===== src/rtl/result_readback_unit_pkg.sv =====
// ============================================================================
// Module      : result_readback_unit_pkg
// Description : Shared constants for the result read-back path: host route
//               value, FIFO depth, register offsets and STATUS bit positions.
// Revision    : 1.0 - initial release
// ============================================================================
`default_nettype none

package result_readback_unit_pkg;

    // Route field value (address MSBs) that selects the read-back block
    localparam logic [1:0] RouteResult       = 2'b10;

    // Default number of result FIFO entries (power of two, at least 2)
    localparam int         ResultBufferDepth = 16;

    // Register offsets inside the block (AddressIn[1:0])
    localparam logic [1:0] OffResult         = 2'd0;
    localparam logic [1:0] OffStatus         = 2'd1;
    localparam logic [1:0] OffTotal          = 2'd2;
    localparam logic [1:0] OffReserved       = 2'd3;

    // STATUS word bit positions
    localparam int         StatusEmptyBit    = 16;
    localparam int         StatusFullBit     = 17;
    localparam int         StatusOvfBit      = 18;
    localparam int         StatusUdfBit      = 19;

endpackage

`default_nettype wire


===== src/rtl/result_readback_unit_result_fifo.sv =====
// ============================================================================
// Module      : result_fifo
// Description : Synchronous FIFO holding MAC result words. Count is kept as a
//               separate register (0..Depth); pointers wrap naturally. A push
//               on full is accepted only when a pop frees a slot in the same
//               cycle. The head word is presented combinationally on dout.
// Revision    : 1.0 - initial release
// ============================================================================
`default_nettype none

module result_fifo #(
    parameter int Width     = 32,
    parameter int Depth     = 16,
    parameter int CountBits = $clog2(Depth) + 1
) (
    input  logic                 clk,
    input  logic                 reset,
    input  logic                 clear,
    input  logic                 push,
    input  logic                 pop,
    input  logic [Width-1:0]     din,
    output logic [Width-1:0]     dout,
    output logic                 full,
    output logic                 empty,
    output logic [CountBits-1:0] count
);

    localparam int PtrBits = $clog2(Depth);

    logic [Width-1:0]     mem_q [Depth];
    logic [PtrBits-1:0]   wr_ptr_q, wr_ptr_d;
    logic [PtrBits-1:0]   rd_ptr_q, rd_ptr_d;
    logic [CountBits-1:0] count_q, count_d;
    logic                 do_push;
    logic                 do_pop;

    assign full    = (count_q == CountBits'(Depth));
    assign empty   = (count_q == '0);
    assign count   = count_q;
    assign dout    = mem_q[rd_ptr_q];

    // A pop on empty is meaningless; a pop on full opens a slot for the push
    assign do_pop  = pop && !empty;
    assign do_push = push && (!full || do_pop);

    // Next pointer and occupancy values
    always_comb begin
        wr_ptr_d = wr_ptr_q;
        rd_ptr_d = rd_ptr_q;
        count_d  = count_q;
        if (clear) begin
            wr_ptr_d = '0;
            rd_ptr_d = '0;
            count_d  = '0;
        end else begin
            if (do_push) wr_ptr_d = wr_ptr_q + PtrBits'(1);
            if (do_pop)  rd_ptr_d = rd_ptr_q + PtrBits'(1);
            case ({do_push, do_pop})
                2'b10:   count_d = count_q + CountBits'(1);
                2'b01:   count_d = count_q - CountBits'(1);
                default: count_d = count_q;
            endcase
        end
    end

    // Pointer and count registers
    always_ff @(posedge clk or negedge reset) begin
        if (!reset) begin
            wr_ptr_q <= '0;
            rd_ptr_q <= '0;
            count_q  <= '0;
        end else begin
            wr_ptr_q <= wr_ptr_d;
            rd_ptr_q <= rd_ptr_d;
            count_q  <= count_d;
        end
    end

    // Storage write; contents are never cleared, only the pointers
    always_ff @(posedge clk) begin
        if (do_push && !clear) begin
            mem_q[wr_ptr_q] <= din;
        end
    end

endmodule

`default_nettype wire


===== src/rtl/result_readback_unit.sv =====
// ============================================================================
// Module      : result_readback_unit
// Description : Host-facing read side of the accelerator. Queues MAC results
//               in a FIFO and serves them over the host bus, together with a
//               STATUS word (count/empty/full/ovf/udf) and a TOTAL counter of
//               accepted results. DataOut is registered, one cycle latency.
// Revision    : 1.0 - initial release
// ============================================================================
`default_nettype none

module result_readback_unit
    import result_readback_unit_pkg::*;
#(
    parameter int DataBitWidth    = 32,
    parameter int AddressBitWidth = 8,
    parameter int AddrRoutingBits = 2,
    parameter int ResultDepth     = ResultBufferDepth,
    parameter int CountBits       = $clog2(ResultDepth) + 1
) (
    input  logic                       clk,
    input  logic                       reset,
    input  logic                       cmdReset,
    input  logic                       ResultValidIn,
    input  logic [DataBitWidth-1:0]    ResultIn,
    output logic                       ResultReadyOut,
    input  logic                       ReadEnIn,
    input  logic                       WriteEnIn,
    input  logic [AddressBitWidth-1:0] AddressIn,
    input  logic [DataBitWidth-1:0]    DataIn,
    output logic [DataBitWidth-1:0]    DataOut,
    output logic                       ResultAvailOut
);

    logic [AddrRoutingBits-1:0] route;
    logic [1:0]                 off;
    logic                       selected;
    logic                       host_rd;
    logic                       host_wr;
    logic                       pop_req;

    logic [DataBitWidth-1:0]    fifo_dout;
    logic                       fifo_full;
    logic                       fifo_empty;
    logic [CountBits-1:0]       fifo_count;

    logic                       ovf_set;
    logic                       udf_set;
    logic                       push_accepted;

    logic                       ovf_q, ovf_d;
    logic                       udf_q, udf_d;
    logic [DataBitWidth-1:0]    total_q, total_d;
    logic [DataBitWidth-1:0]    dout_q, dout_d;
    logic [DataBitWidth-1:0]    status_word;

    logic                       unused_inputs;

    assign route    = AddressIn[AddressBitWidth-1 -: AddrRoutingBits];
    assign off      = AddressIn[1:0];
    assign selected = (route == AddrRoutingBits'(RouteResult));
    // A read wins over a simultaneous write
    assign host_rd  = selected && ReadEnIn;
    assign host_wr  = selected && WriteEnIn && !ReadEnIn;
    assign pop_req  = host_rd && (off == OffResult);

    // Mirrors the FIFO acceptance rule so ovf and TOTAL stay consistent with it
    assign push_accepted = ResultValidIn && (!fifo_full || (pop_req && !fifo_empty));
    assign ovf_set       = ResultValidIn && !push_accepted;
    assign udf_set       = pop_req && fifo_empty;

    assign unused_inputs = ^{DataIn[DataBitWidth-1:StatusUdfBit+1],
                             DataIn[StatusOvfBit-1:0],
                             AddressIn[AddressBitWidth-AddrRoutingBits-1:2]};

    result_fifo #(
        .Width     (DataBitWidth),
        .Depth     (ResultDepth),
        .CountBits (CountBits)
    ) u_result_fifo (
        .clk   (clk),
        .reset (reset),
        .clear (cmdReset),
        .push  (ResultValidIn),
        .pop   (pop_req),
        .din   (ResultIn),
        .dout  (fifo_dout),
        .full  (fifo_full),
        .empty (fifo_empty),
        .count (fifo_count)
    );

    assign ResultReadyOut = !fifo_full;
    assign ResultAvailOut = !fifo_empty;
    assign DataOut        = dout_q;

    // Assemble the STATUS word from pre-update state
    always_comb begin
        status_word                 = '0;
        status_word[CountBits-1:0]  = fifo_count;
        status_word[StatusEmptyBit] = fifo_empty;
        status_word[StatusFullBit]  = fifo_full;
        status_word[StatusOvfBit]   = ovf_q;
        status_word[StatusUdfBit]   = udf_q;
    end

    // Next-state for flags, TOTAL counter and read data register
    always_comb begin
        ovf_d   = ovf_q;
        udf_d   = udf_q;
        total_d = total_q;
        dout_d  = dout_q;
        if (cmdReset) begin
            ovf_d   = 1'b0;
            udf_d   = 1'b0;
            total_d = '0;
            dout_d  = '0;
        end else begin
            // Write-1-to-clear first, so a same-cycle set event wins
            if (host_wr && (off == OffStatus)) begin
                if (DataIn[StatusOvfBit]) ovf_d = 1'b0;
                if (DataIn[StatusUdfBit]) udf_d = 1'b0;
            end
            if (ovf_set) ovf_d = 1'b1;
            if (udf_set) udf_d = 1'b1;
            if (push_accepted) total_d = total_q + DataBitWidth'(1);
            if (host_rd) begin
                case (off)
                    OffResult: dout_d = fifo_empty ? '0 : fifo_dout;
                    OffStatus: dout_d = status_word;
                    OffTotal:  dout_d = total_q;
                    default:   dout_d = '0;
                endcase
            end
        end
    end

    // Flag, counter and read data registers
    always_ff @(posedge clk or negedge reset) begin
        if (!reset) begin
            ovf_q   <= 1'b0;
            udf_q   <= 1'b0;
            total_q <= '0;
            dout_q  <= '0;
        end else begin
            ovf_q   <= ovf_d;
            udf_q   <= udf_d;
            total_q <= total_d;
            dout_q  <= dout_d;
        end
    end

endmodule

`default_nettype wire


===== config.mk =====
export PLATFORM = sky130hd
export DESIGN_NAME = result_readback_unit
export DESIGN_NICKNAME = d
export VERILOG_FILES = /design/src/rtl/result_readback_unit_pkg.sv /design/src/rtl/result_readback_unit_result_fifo.sv /design/src/rtl/result_readback_unit.sv
export SDC_FILE = /design/constraint.sdc
export NUM_CORES = 1
export LEC_CHECK = 0
export BUFFER_PORTS_ARGS = -buffer_cell sky130_fd_sc_hd__buf_4
export CORE_AREA = 3 3 315 255
export CTS_BUF_LIST = sky130_fd_sc_hd__clkbuf_8
export CTS_CLUSTER_DIAMETER = 120
export CTS_CLUSTER_SIZE = 25
export DETAILED_ROUTE_END_ITERATION = 10
export DIE_AREA = 0 0 318 258
export GPL_ROUTABILITY_DRIVEN = 0
export SYNTH_ARGS = -nofsm -noshare
export SYNTH_HDL_FRONTEND = slang
export SYNTH_SLANG_ARGS = --single-unit

===== constraint.sdc =====
create_clock -name clk -period 5.4 [get_ports clk]
set_input_delay 0.81 -clock clk [delete_from_list [all_inputs] [get_ports clk]]
set_output_delay 0.81 -clock clk [all_outputs]
set_load 0.1 [all_outputs]

# Word-level counts from Yosys, hierarchy flattened
# Memory sizes are Yosys's and may differ from the RTL's.
# Index checks and enable logic that the tools add are counted.
# totals
ff_bits	79
ramBits	512
input_bits	78
out_inout_bits	34
elab_cells	69
n_memories	1
# mem_list
name	words	width	read_ports	rd_ports_with_merged_regs	wr	line	rtl
u_result_fifo.mem_q	16	32	1	0	1	result_readback_unit_result_fifo.sv:30	logic [Width-1:0] mem_q [Depth];
# classes
n_addsub	5
n_eq_ne	6
mux	22
n_reduce_logical	28
# op_table
operator	n
2-to-1 mux 32 bit	5
case mux 32 bit (3 select lines)	1
adder 32 x 1 -> 32 bit, second input constant	1
2-to-1 mux 4 bit	4
nonzero test 3 bit	5
logical AND 1 bit	10
2-to-1 mux 1 bit	10
case mux 5 bit (2 select lines)	1
adder 4 x 1 -> 4 bit, second input constant	2
equality test 2 bit, second input constant	3
nonzero test 2 bit	3
adder 5 x 1 -> 5 bit, second input constant	1
equality test 5 bit, second input constant	1
zero test 1 bit	5
zero test 5 bit	1
2-to-1 mux 5 bit	1
subtractor 5 x 1 -> 5 bit, second input constant	1
equality test 2 x 1 -> 1 bit, second input constant	2
AND reduction 2 bit	2
zero test 2 bit	1
logical OR 1 bit	1

# Depth between registers and ports, before layout
# logic_depth
ltp_word	10
ltp_mapped	10
ltp_nobuf	9

# By module
# A second synthesis with hierarchy kept.
# unflattened
hier_cells	1288
hier_area_um2	23710.2
# by_module_without_submodules
module	n_inst	cells_each	area_each_um2	seq_area_each_um2
result_fifo	1	911	20119.3	15700.1
result_readback_unit	1	377	3590.9	1651.6

# Least setup slack after synthesis
# OpenSTA, ideal clock, no wires.
# synth_path
path_kind	input -> register
from	input port AddressIn[6]
to	memory u_result_fifo.mem_q[15][0], enable pin
setup_time_ps	425
arrival_ps	3054
required_ps	4975
slack_ps	1921
stages	5
path_buffers	1
path_cell_list	nand3b_4 > o311ai_2 > buf_4 > nand3_1 > nor2b_1
# synth_between
elab_chain_cells	9
# synth_rtl
item	line	rtl
from (decl)	result_readback_unit.sv:28	input logic [AddressBitWidth-1:0] AddressIn,
equality test 2 bit	result_readback_unit.sv:60	assign selected = (route == AddrRoutingBits'(RouteResult));
logical AND 1 bit	result_readback_unit.sv:62	assign host_rd = selected && ReadEnIn;
logical AND 1 bit	result_readback_unit.sv:64	assign pop_req = host_rd && (off == OffResult);
logical AND 1 bit	result_readback_unit_result_fifo.sv:43	assign do_pop = pop && !empty;
logical OR 1 bit	result_readback_unit_result_fifo.sv:44	assign do_push = push && (!full || do_pop);
logical AND 1 bit	result_readback_unit_result_fifo.sv:44	
logical AND 1 bit	result_readback_unit_result_fifo.sv:81	if (do_push && !clear) begin
2-to-1 mux 1 bit	result_readback_unit_result_fifo.sv:81	
2-to-1 mux 1 bit (not written as such)	result_readback_unit_result_fifo.sv:82	mem_q[wr_ptr_q] <= din;
to (decl)	result_readback_unit_result_fifo.sv:30	
# No other way between the ends.

# Worst setup path in the final report
# layout_path
from	register u_result_fifo.count_q[1], in the netlist u_result_fifo.count[1]
to	register dout_q[20], in the netlist DataOut[20]
# layout_between
elab_chain_cells	5
# layout_rtl
item	line	rtl
from (decl)	result_readback_unit_result_fifo.sv:33	logic [CountBits-1:0] count_q, count_d;
from (signal assigned)	result_readback_unit_result_fifo.sv:75	count_q <= count_d;
zero test 5 bit	result_readback_unit_result_fifo.sv:38	assign empty = (count_q == '0);
2-to-1 mux 32 bit	result_readback_unit.sv:128	OffResult: dout_d = fifo_empty ? '0 : fifo_dout;
case mux 32 bit (3 select lines)	result_readback_unit.sv:127	case (off)
2-to-1 mux 32 bit	result_readback_unit.sv:126	if (host_rd) begin
2-to-1 mux 32 bit	result_readback_unit.sv:112	if (cmdReset) begin
to (signal assigned)	result_readback_unit.sv:148	dout_q <= dout_d;
to (decl)	result_readback_unit.sv:53	logic [DataBitWidth-1:0] dout_q, dout_d;
# No other way between the ends. The select of a mux whose other input is x is not followed.
# A chain may end at the register's enable or synchronous reset.

==> summary by stage <==
Timing
Setup repair after global routing left no endpoint under its margin. The number of failing setup endpoints in the final timing report is 0. The final critical path time including I/O delays and setup is ~3300 ps. The final cycle utilization of the critical path is 0.614. Across all setup checks in the final design, the least slack found is between 2000 and 2500 ps. The setup TNS is 0 ps. For the final database, setup skew stands at ~38 ps. At the pin with the least slew margin, the transition time is between 1000 and 1500 ps. The number of hold-slack violations in the final timing report is 0. Derived from the worst setup path, the maximum achievable clock frequency is 302 MHz.

In this run the tightest slew margin relative to its limit is 0.242. The number of slew-limit violations in the final report is 0.

Synth
The compound-gate portion of the synthesized area was 0.0588. The post-synthesis mux area share is 0.126. The parity-gate share of the synthesized area counting xor and xnor cells is 0.00869. Counting flops and latches in the post-synthesis netlist gives a little under 600. After synthesis, the largest family of logic cells by area is multiplexers.

The number of flops mapped to enable cells by yosys is between 500 and 600. The cell area that synthesis handed to floorplanning was 0.0232 mm^2. Of the total synthesized cell area, the portion taken by full adders, half adders and majority gates is 0.00432. For this run, the number of Yosys warnings is 0. Counting every instance in the synthesized netlist gives approximately 1200. Sorting the synthesized cells by area gives the leading types as sky130_fd_sc_hd__edfxtp_1 (66%), sky130_fd_sc_hd__mux4_2 (12%), sky130_fd_sc_hd__dfrtp_1 (8.5%), sky130_fd_sc_hd__a22oi_1 (2.1%), sky130_fd_sc_hd__a221o_1 (1.3%). In this run, distinct cell masters in the synthesized netlist total 54. The share of the synthesized area in the top cell type is 0.663. Among all cell types in the netlist, the one instantiated most often is sky130_fd_sc_hd__edfxtp_1. The number of nets in the synthesized netlist is between 1000 and 1500. The share of the Yosys chip area taken by registers is 0.748. Of the total synthesized cell area, the portion taken by AND, OR, NAND and NOR gates is 0.0390. The main flop type after synthesis is sky130_fd_sc_hd__edfxtp_1. The post-synthesis cell type with the largest combined area is sky130_fd_sc_hd__edfxtp_1. For this run, asynchronously set or reset flops after synthesis account for 0.134.

Sorting the synthesized cells by how often they occur yields sky130_fd_sc_hd__edfxtp_1 (512), sky130_fd_sc_hd__mux4_2 (128), sky130_fd_sc_hd__dfrtp_1 (79). The post-synthesis area per instance is 19.7 um^2.

Global routing
The first-pass GRT wire length is ~80 mm. The number of antenna violations at the first check in global routing is 3. Entering global routing, the biggest net connects 80 pins. The via count of the first global-routing pass is between 10000 and 15000. For this run the aggregate overflow at the end of global routing stands at 0.

Across every metal layer, demand over resource in global routing totals 0.130.

Floorplan
The die boundary width is about 320 um. The placement row count is between 90 and 100. Measured along the y axis, the die boundary spans around 260 um. The die covers approximately 0.08 mm^2. During I/O placement, the number of pins put on the boundary was 112. The starting density of the core is 0.301. The floorplan step defined a core boundary enclosing 0.0771 mm^2.

Detailed routing
The detail route stage leaves a number of antenna-violating nets equal to 0. After detailed routing, the average wire length per cell comes to around 24 um. The number of DRC violations after detailed routing is 0. The number of search-and-repair iterations in the first detailed-routing pass is 5. Across all layers, the routed design uses between 10000 and 15000 vias. The routed design has 54.9 mm of wire. The detailed-route vias per instance is 5.14.

The count of routing violations after the opening detailed-route iteration is 1405.

Power
Power spread over the standard cell area amounts to ~280 mW/mm^2. The worst ir drop on vdd is between 0.0001 and 0.00015 V. Summed over all cells, the static leakage comes to ~8 nW.

Final layout
With fillers left out, the area of the finished cells amounts to 0.0255 mm^2. Once layout is complete, the utilization of the core stands at 0.331. The post-layout net count is between 1000 and 1500. Once layout is complete, the cells apart from fillers number around 2300. Counting the fill cells in the layout gives slightly above 7000. The area growth from synthesis to layout is 10.0%. The multi-input logic area is 0.00556 mm^2. The ratio of cells with drive above 1 in the final layout is 0.244.

Registers take between 0.015 and 0.02 mm^2.

Worst setup path
In this run the worst path has a maximum fanout of 15. On the worst path, the slowest cell contributes a delay of between 700 and 800 ps. The worst-path cell with the longest stage delay is sky130_fd_sc_hd__nand2b_1. STA puts the critical path data required time at approximately 6000 ps. The category of the worst setup path capture point is a flip-flop. The worst setup path is of the reg2reg kind. Walking the worst path, the cells encountered are nor4_4, a2111oi_4, nand2b_1, buf_4, a21oi_1, a221o_1. Data on the critical path arrives at its endpoint at about 3900 ps. The setup check on the worst reg-to-reg path leaves a slack of between 2000 and 2500 ps. STA classifies the critical path startpoint as a flip-flop.

CTS
The cell at the root of the clock tree is sky130_fd_sc_hd__clkbuf_8. The number of hold buffers added after CTS was 0. In this run the deepest clock path goes through 3 buffers. The depth of the CTS H-tree is 1.

The number of sinks handled by clock tree synthesis is between 500 and 600. Buffers added to address setup during post-CTS repair amount to 0. Clock-pin slew was measured on the worst setup and hold paths at about 150 ps. The clock latency on the worst-skew pair is ~670 ps. TritonCTS built the clock tree. The total CTS buffers is 27. The number of gates resized after CTS is 0.

Placement
The count of buffers added on input and output ports is slightly below 80. The total placed instance area is ~0.025 mm^2. After detailed placement, the design holds a cell count of 2240. OpenSTA, run right after detailed placement, puts the worst setup slack at 1650 ps. The placed wire-length estimate after detailed placement is approximately 33 mm.

Run
The total of max-cap violations is 0.

Run status
The run finished with clean final reports.

Min path
The worst min-delay path category is in2async.
-- power by group --
group	leakage [nW]	internal [mW]	total (mW)	switching, mW
clock network	0.254	0.472	1.77	1.29
logic	2.12	0.0895	0.278	0.189
registers	5.71	4.99	5.01	0.0210
total	8.08	5.56	7.06	1.50
-- kinds of logic (layout without fill, tap and decap cells) --
kind of cell / after synthesis / after routing
compound gates: 186 / 186
xor+xnor: 23 / 23
fa+ha+maj: 8 / 8
buf+inv: 80 / 160
flops: 591 / 591
mux: 132 / 132
other cells: 0 / 1
simple gates: 156 / 156
-- worst paths after layout --
path / start / endpoint / cells after the start
setup / recovery: u_result_fifo.count[1] / DataOut[20] / 6
hold / removal: reset / DataOut[23] / 1
setup reg to reg: u_result_fifo.count[1] / DataOut[20] / 6
hold reg to reg: DataOut[1] / DataOut[1] / 1
max in group asynchronous: reset / u_result_fifo.rd_ptr_q[0] / 1
min in group clk: ResultIn[23] / u_result_fifo.mem_q[4][23] / 1
-- flip-flops by register name (all words and copies together) (netlist names) --
register	flops
u_result_fifo.mem_q	512
DataOut	32
total_q	32
u_result_fifo.count	5
u_result_fifo.rd_ptr_q	4
u_result_fifo.wr_ptr_q	4
ovf_q	1
udf_q	1
-- layout make-up --
cell class	count	share of cell area
sequential	591	0.680
multi-input combinational	505	0.218
tap	1023	0.0502
timing repair buffer	110	0.0329
clock buffer	27	0.0146
clock inverter	12	0.00221
inverter	11	0.00162
antenna	1	0.0000981
-- worst max-delay path, delay by kind of cell, from the launching register on --
family                 cells  cell delay [ps]
buffers and inverters      1              450
and+or+nand+nor            2              880
AOI/OAI and AO/OA          3             1330
DFF                        1              600
-- stage by stage --
step                      power, mW  hold slack, ps
after floorplan                5.26             481
after global placement         5.39             499
after detailed placement       5.40             505
after CTS                      7.12             293
after global routing           7.29             349
final                          7.06             289
-- cells in the final DEF (no fill, tap or decap), types with 16 or more instances in the layout --
cell type and n:
sky130_fd_sc_hd__edfxtp_1 512, sky130_fd_sc_hd__mux4_2 128, sky130_fd_sc_hd__buf_4 109, sky130_fd_sc_hd__dfrtp_1 77, sky130_fd_sc_hd__a22oi_1 64, sky130_fd_sc_hd__a21oi_1 54
sky130_fd_sc_hd__nor2_1 36, sky130_fd_sc_hd__a221o_1 31, sky130_fd_sc_hd__clkbuf_8 27, sky130_fd_sc_hd__inv_1 21, sky130_fd_sc_hd__nand4_1 19, sky130_fd_sc_hd__xor2_1 17
sky130_fd_sc_hd__or3_1 16
-- routing by layer --
layer / global-route usage / routed length (um) / vias to the layer above
met5: 0 / 29 / -
met4: 0.0166 / 646 / 6
met3: 0.0336 / 4760 / 46
met2: 0.191 / 23800 / 375
met1: 0.198 / 25600 / 6314
li1: - / - / 4985
No activity file was read; power rests on OpenSTA's default activity.
